`src/rtl/key_pkg.sv`:
```
// Shared types and constants for the organ key debouncer: channel count,
// note index width, the per-channel debounce state encoding and a popcount helper.
package key_pkg;

    localparam int NUM_KEYS         = 8;
    localparam int NOTE_W           = 3;
    localparam int COUNT_W          = 4;
    localparam int DEBOUNCE_DEFAULT = 2000000;

    typedef enum logic [1:0] {
        IDLE         = 2'd0,
        PRESS_WAIT   = 2'd1,
        HELD         = 2'd2,
        RELEASE_WAIT = 2'd3
    } deb_state_t;

    function automatic logic [COUNT_W-1:0] popcount(input logic [NUM_KEYS-1:0] v);
        logic [COUNT_W-1:0] c;
        c = '0;
        for (int i = 0; i < NUM_KEYS; i++) begin
            c = c + COUNT_W'(v[i]);
        end
        return c;
    endfunction

endpackage

```
`src/rtl/key_debounce_ch.sv`:
```
// One key channel: 2-flop synchroniser, debounce FSM with stability counter,
// registered level and press/release pulses. KEY_TOGGLE_EN selects latch-mode level.
module key_debounce_ch
    import key_pkg::*;
#(
    parameter int DEBOUNCE_CYCLES = DEBOUNCE_DEFAULT,
    parameter bit RAW_ACTIVE_HIGH = 1'b1
) (
    input  logic i_clk,
    input  logic i_rst,
    input  logic i_raw,
    output logic o_level,
    output logic o_press,
    output logic o_release,
    output logic o_level_next,
    output logic o_press_next
);

    localparam int CNT_W = $clog2(DEBOUNCE_CYCLES);
    localparam logic [CNT_W-1:0] CNT_LAST = CNT_W'(DEBOUNCE_CYCLES - 1);

    logic             w_in;
    logic             r_sync1;
    logic             r_sync2;
    deb_state_t       r_state;
    deb_state_t       w_state_next;
    logic [CNT_W-1:0] r_cnt;
    logic [CNT_W-1:0] w_cnt_next;
    logic             r_level;
    logic             r_press;
    logic             r_release;
    logic             w_level_next;
    logic             w_press_next;
    logic             w_release_next;

    assign w_in = RAW_ACTIVE_HIGH ? i_raw : ~i_raw;

    always_ff @(posedge i_clk) begin
        if (i_rst) begin
            r_sync1   <= 1'b0;
            r_sync2   <= 1'b0;
            r_state   <= IDLE;
            r_cnt     <= '0;
            r_level   <= 1'b0;
            r_press   <= 1'b0;
            r_release <= 1'b0;
        end else begin
            r_sync1   <= w_in;
            r_sync2   <= r_sync1;
            r_state   <= w_state_next;
            r_cnt     <= w_cnt_next;
            r_level   <= w_level_next;
            r_press   <= w_press_next;
            r_release <= w_release_next;
        end
    end

    // The counter only advances in the two WAIT states; it sits at zero otherwise.
    always_comb begin
        w_state_next = r_state;
        w_cnt_next   = r_cnt;
        case (r_state)
            IDLE: begin
                if (r_sync2) begin
                    w_state_next = PRESS_WAIT;
                    w_cnt_next   = '0;
                end
            end
            PRESS_WAIT: begin
                if (!r_sync2) begin
                    w_state_next = IDLE;
                    w_cnt_next   = '0;
                end else if (r_cnt == CNT_LAST) begin
                    w_state_next = HELD;
                    w_cnt_next   = '0;
                end else begin
                    w_cnt_next = r_cnt + 1'b1;
                end
            end
            HELD: begin
                if (!r_sync2) begin
                    w_state_next = RELEASE_WAIT;
                    w_cnt_next   = '0;
                end
            end
            RELEASE_WAIT: begin
                if (r_sync2) begin
                    w_state_next = HELD;
                    w_cnt_next   = '0;
                end else if (r_cnt == CNT_LAST) begin
                    w_state_next = IDLE;
                    w_cnt_next   = '0;
                end else begin
                    w_cnt_next = r_cnt + 1'b1;
                end
            end
            default: begin
                w_state_next = IDLE;
                w_cnt_next   = '0;
            end
        endcase
    end

    always_comb begin
`ifdef KEY_TOGGLE_EN
        w_level_next = r_level ^ ((r_state == PRESS_WAIT) && (w_state_next == HELD));
`else
        w_level_next = (w_state_next == HELD) || (w_state_next == RELEASE_WAIT);
`endif
        w_press_next   = w_level_next & ~r_level;
        w_release_next = ~w_level_next & r_level;
    end

    assign o_level      = r_level;
    assign o_press      = r_press;
    assign o_release    = r_release;
    assign o_level_next = w_level_next;
    assign o_press_next = w_press_next;

endmodule

```
`src/rtl/key_debounce.sv`:
```
// Eight-key debouncer top: per-key channels plus last-note priority encode and
// active-key popcount. Build option KEY_TOGGLE_EN switches channels to latch mode.
module key_debounce
    import key_pkg::*;
#(
    parameter int DEBOUNCE_CYCLES = DEBOUNCE_DEFAULT,
    parameter bit RAW_ACTIVE_HIGH = 1'b1
) (
    input  logic                sys_clk,
    input  logic                sys_rst,
    input  logic [NUM_KEYS-1:0] key_raw,
    output logic [NUM_KEYS-1:0] key_level,
    output logic [NUM_KEYS-1:0] key_press,
    output logic [NUM_KEYS-1:0] key_release,
    output logic [NOTE_W-1:0]   last_note,
    output logic                last_valid,
    output logic [COUNT_W-1:0]  active_count
);

    logic [NUM_KEYS-1:0] w_level_next;
    logic [NUM_KEYS-1:0] w_press_next;
    logic [NOTE_W-1:0]   w_note_next;
    logic [COUNT_W-1:0]  w_count_next;
    logic [NOTE_W-1:0]   r_last_note;
    logic                r_last_valid;
    logic [COUNT_W-1:0]  r_count;

    genvar gi;
    generate
        for (gi = 0; gi < NUM_KEYS; gi++) begin : g_ch
            key_debounce_ch #(
                .DEBOUNCE_CYCLES (DEBOUNCE_CYCLES),
                .RAW_ACTIVE_HIGH (RAW_ACTIVE_HIGH)
            ) u_ch (
                .i_clk        (sys_clk),
                .i_rst        (sys_rst),
                .i_raw        (key_raw[gi]),
                .o_level      (key_level[gi]),
                .o_press      (key_press[gi]),
                .o_release    (key_release[gi]),
                .o_level_next (w_level_next[gi]),
                .o_press_next (w_press_next[gi])
            );
        end
    endgenerate

    // Ascending scan so the highest simultaneously pressed index wins.
    always_comb begin
        w_note_next = r_last_note;
        for (int i = 0; i < NUM_KEYS; i++) begin
            if (w_press_next[i]) begin
                w_note_next = NOTE_W'(i);
            end
        end
        w_count_next = popcount(w_level_next);
    end

    always_ff @(posedge sys_clk) begin
        if (sys_rst) begin
            r_last_note  <= '0;
            r_last_valid <= 1'b0;
            r_count      <= '0;
        end else begin
            r_last_note <= w_note_next;
            r_count     <= w_count_next;
            if (|w_press_next) begin
                r_last_valid <= 1'b1;
            end else if (w_count_next == '0) begin
                r_last_valid <= 1'b0;
            end
        end
    end

    assign last_note    = r_last_note;
    assign last_valid   = r_last_valid;
    assign active_count = r_count;

endmodule

```
`config.mk`:
```
export PLATFORM = sky130hd
export DESIGN_NAME = key_debounce
export DESIGN_NICKNAME = d
export VERILOG_FILES = /design/src/rtl/key_pkg.sv /design/src/rtl/key_debounce_ch.sv /design/src/rtl/key_debounce.sv
export SDC_FILE = /design/constraint.sdc
export NUM_CORES = 1
export LEC_CHECK = 0
export ABC_AREA = 1
export CAP_MARGIN = 25
export CORE_MARGIN = 1.5
export CORE_UTILIZATION = 57
export DETAILED_ROUTE_END_ITERATION = 12
export DONT_BUFFER_PORTS = 1
export GPL_ROUTABILITY_DRIVEN = 0
export GPL_TIMING_DRIVEN = 0
export PLACE_DENSITY = 0.83
export SYNTH_ARGS = -nofsm -noshare
export SYNTH_HDL_FRONTEND = slang
export SYNTH_HIERARCHICAL = 1
export SYNTH_SLANG_ARGS = --single-unit
```
`constraint.sdc`:
```
create_clock -name sys_clk -period 5.1 [get_ports sys_clk]
set_input_delay 0.765 -clock sys_clk [delete_from_list [all_inputs] [get_ports sys_clk]]
set_output_delay 0.765 -clock sys_clk [all_outputs]
set_load 0.01 [all_outputs]
```
==> reports/metrics.yaml <==
synth:
  synth.cell_area_sq_um: 13040
  async_flop_share: 0
  syn_nets: 2049
  syn-instance-count: 2024
  synth_common_cells: "589 x nand2_1, 275 x inv_1, 269 x nor2_1, 232 x dfxtp_1, 145 x a21oi_1"
  ys_seq_area_frac: 0.3562
  ys.flop_type: "dfxtp_1"
  synth_area_leaders: "dfxtp_1 36%, nand2_1 17%, inv_1 7.9%"
  synth_top_area_share: 0.3562
  ys_warn_count: 6
  synth_edf_count: 0
  yosysMostFrequentCell: "nand2_1"
  syn-mean-instance-area_sq_um: 6.442
  synth_top_cell_by_area: "dfxtp_1"
  yosys_register_bits: 232
  yosysUniqueCellTypes: 33
global_route:
  gr-total-overflow: 0
  antenna_found_initial: 0
  grt_pass1_vias: 11490
  grt_pass1_wl_um: 51450
  grt_max_degree: 50
  track_usage: 0.2545
clock_network:
  clk-insertion-delay-late_ns: 0.52
  ctsHoldBuffers: 0
  numClockSinks: 232
  post_cts_buffers: 0
  htree_levels: 1
  cts_resized: 0
  cts_inserted_buffers: 27
  cts_buffer_depth: 3
  clk_pin_slew_ns: 0.06
  cts_tree: "yes"
  cts-root-buf: "clkbuf_16"
sta:
  slew_viol_final: 0
  rsz0062_at_grt: "false"
  max-slew-margin-rel: 0.6126
  fin_crit_ns: 4.085
  max_freq_ghz: 0.2448
  fin_skew_ns: 0.009093
  tightest_slew_ns: 0.5811
  finalSetupViolCount: 0
  period_share: 0.8010
  fin_tns_setup_ns: 0
  hold_violations: 0
route:
  drtPass1Iterations: 6
  wl_per_cell_um: 12.88
  first_iter_violations: 817
  num_vias: 12510
  wl_um: 30350
  ant_nets: 0
  drcViolationCount: 0
  routed_via_density: 5.305
worst_hold_path:
  hold_start: "sys_rst"
  holdCritPathClass: "input pin to flip-flop"
worst_setup_path:
  r2r_end: "last_valid"
  crit_path_end_kind: "flip-flop"
  regToRegSetupSlack_ns: 1.02
  reg2reg_from: "g_ch[1].u_ch/r_cnt[0]"
  ff2ff_path_depth: 20
  path_max_fanout: 4
  worstSetupPathType: "flip-flop to flip-flop"
  crit_start: "g_ch[1].u_ch/r_cnt[0]"
  crit_path_start_kind: "flip-flop"
  cp.required_ns: 5.49
  crit_path_end: "last_valid"
  worstPathArrival_ns: 4.48
cells_and_area:
  fin_nets: 2078
  drive_gt1_frac: 0.08639
  finalNonFillerCells: 2357
  synthToLayoutAreaGrowth_pct: 9.740
  nFillCells: 2045
  num_antenna_cells: 0
pwr:
  p_per_area_nw_per_um2: 271.4
  p_sw_uw: 814.6
  irDropWorstVdd_uv: 272.0
  clock_power_share: 0.508
  switching_share: 0.2098
  comb_power_share: 0.023
  p_int_uw: 3069
  leakage_uw: 0.005900
  seq_power_share: 0.470
die:
  initial_utilization: 0.5777
  row_count: 55
  core_area_sq_um: 22570
  dieWidth_um: 154.2
  die-area_sq_um: 23790
  dieHeight_um: 154.2
  ios: 42
place:
  numPortBuffers: 0
  dpl.hpwl_um: 21230
  placed_cells: 2309
job:
  drv_cap: 0
status:
  status: "finished clean"
==> worst min-delay path by stage <==
stage | end | slack (ns) | cells past startpoint
5_1_grt | g_ch[4].u_ch/r_cnt[6] | 0.30 | 1
4_1_cts | g_ch[4].u_ch/r_cnt[6] | 0.30 | 1
3_3_place_gp | g_ch[4].u_ch/r_sync2 | 0.39 | 2
6_report | g_ch[5].u_ch/r_cnt[6] | 0.34 | 1
2_1_floorplan | g_ch[0].u_ch/r_sync2 | 0.39 | 2
3_5_place_dp | g_ch[0].u_ch/r_sync2 | 0.39 | 2
==> worst max-delay path: stages (launching register included) <==
cell     delay (ns)
dfxtp_1        0.38
ha_1           0.25
nand3_2        0.15
nor2_1         0.18
nand3_1        0.13
nand2_1        0.10
nand2_1        0.07
inv_1          0.17
fa_1           0.45
inv_1          0.10
fa_1           0.42
fa_1           0.44
inv_1          0.07
ha_1           0.16
inv_1          0.06
fa_1           0.49
inv_1          0.04
nor2_1         0.08
nand3_1        0.09
nand2_1        0.06
a21oi_1        0.06
==> power by group through the flow <==
stage	clock [uW]	sequential (uW)	combinational (uW)
floorplan	0	1860	60.1
global placement	0	1860	85.5
detailed placement	0	1860	86.5
CTS	2020	1820	87.2
global route	2090	1820	96.2
finish	1970	1820	87.4
==> sequential cells by signal, indices dropped and copies added, names as in the netlist <==
name / flops
g_ch.u_ch/r_sync2: 8
last_valid: 1
g_ch.u_ch/o_level: 8
g_ch.u_ch/o_press: 8
g_ch.u_ch/r_cnt: 168
g_ch.u_ch/o_release: 8
g_ch.u_ch/r_state: 16
g_ch.u_ch/r_sync1: 8
active_count: 4
last_note: 3
==> per-stage QoR <==
stage | hold slack [ns] | utilization | total power, uW | setup slack [ns] | instance area, sq um
after floorplan | 0.3883 | - | 1924 | 1.391 | 13040
after global placement | 0.3902 | 0.5935 | 1950 | 1.098 | 13400
after detailed placement | 0.3937 | 0.5935 | 1951 | 1.026 | 13400
after CTS | 0.2965 | 0.6339 | 3929 | 1.014 | 14310
after global routing | 0.2968 | 0.6339 | 4007 | 0.7783 | 14310
final | 0.3404 | 0.6339 | 3883 | 1.015 | 14310
==> placed cells by master, fill, tap and decap left out, types with 8 or more instances in the layout <==
| cell | n |
|---|---|
| o22ai_1 | 8 |
| a21oi_1 | 145 |
| clkbuf_16 | 27 |
| nor2_4 | 16 |
| buf_2 | 9 |
| inv_1 | 275 |
| nand3_1 | 129 |
| nand2_2 | 16 |
| dfxtp_1 | 232 |
| nand2_1 | 589 |
| o21a_1 | 8 |
| xor2_1 | 41 |
| clkbuf_1 | 21 |
| buf_4 | 8 |
| nand4_1 | 31 |
| inv_2 | 20 |
| ha_1 | 11 |
| a31oi_1 | 9 |
| clkinv_1 | 8 |
| nand3b_1 | 8 |
| nor2_2 | 19 |
| nand3_2 | 24 |
| xnor2_1 | 24 |
| nor2_1 | 269 |
| o21ai_0 | 78 |
==> layout make-up <==
| type | count | area, sq um | area share |
|---|---|---|---|
| buffer | 41 | 281.5 | 0.01967 |
| clock buffer | 36 | 749.5 | 0.05238 |
| sequential | 232 | 4644 | 0.3246 |
| tap | 285 | 356.6 | 0.02492 |
| inverter | 310 | 1181 | 0.08255 |
| clock inverter | 12 | 163.9 | 0.01146 |
| multi-input combinational | 1441 | 6932 | 0.4844 |
==> per-layer routing <==
layer | vias to the layer above | global-route usage | wire length, um
met4 | 0 | 0.07675 | 683
li1 | 6376 | - | -
met1 | 5685 | 0.3300 | 13320
met2 | 389 | 0.4353 | 14260
met3 | 55 | 0.04231 | 2086
met5 | - | 0 | 0
==> kinds of logic after synthesis <==
group | synth area share
AND/OR/NAND/NOR | 0.3709
XOR/XNOR | 0.04366
flip-flops | 0.3562
adder cells (fa/ha/maj) | 0.01670
AO/OA/AOI/OAI | 0.1004
buffers and inverters | 0.1122
(Power assumes the default switching activity.)
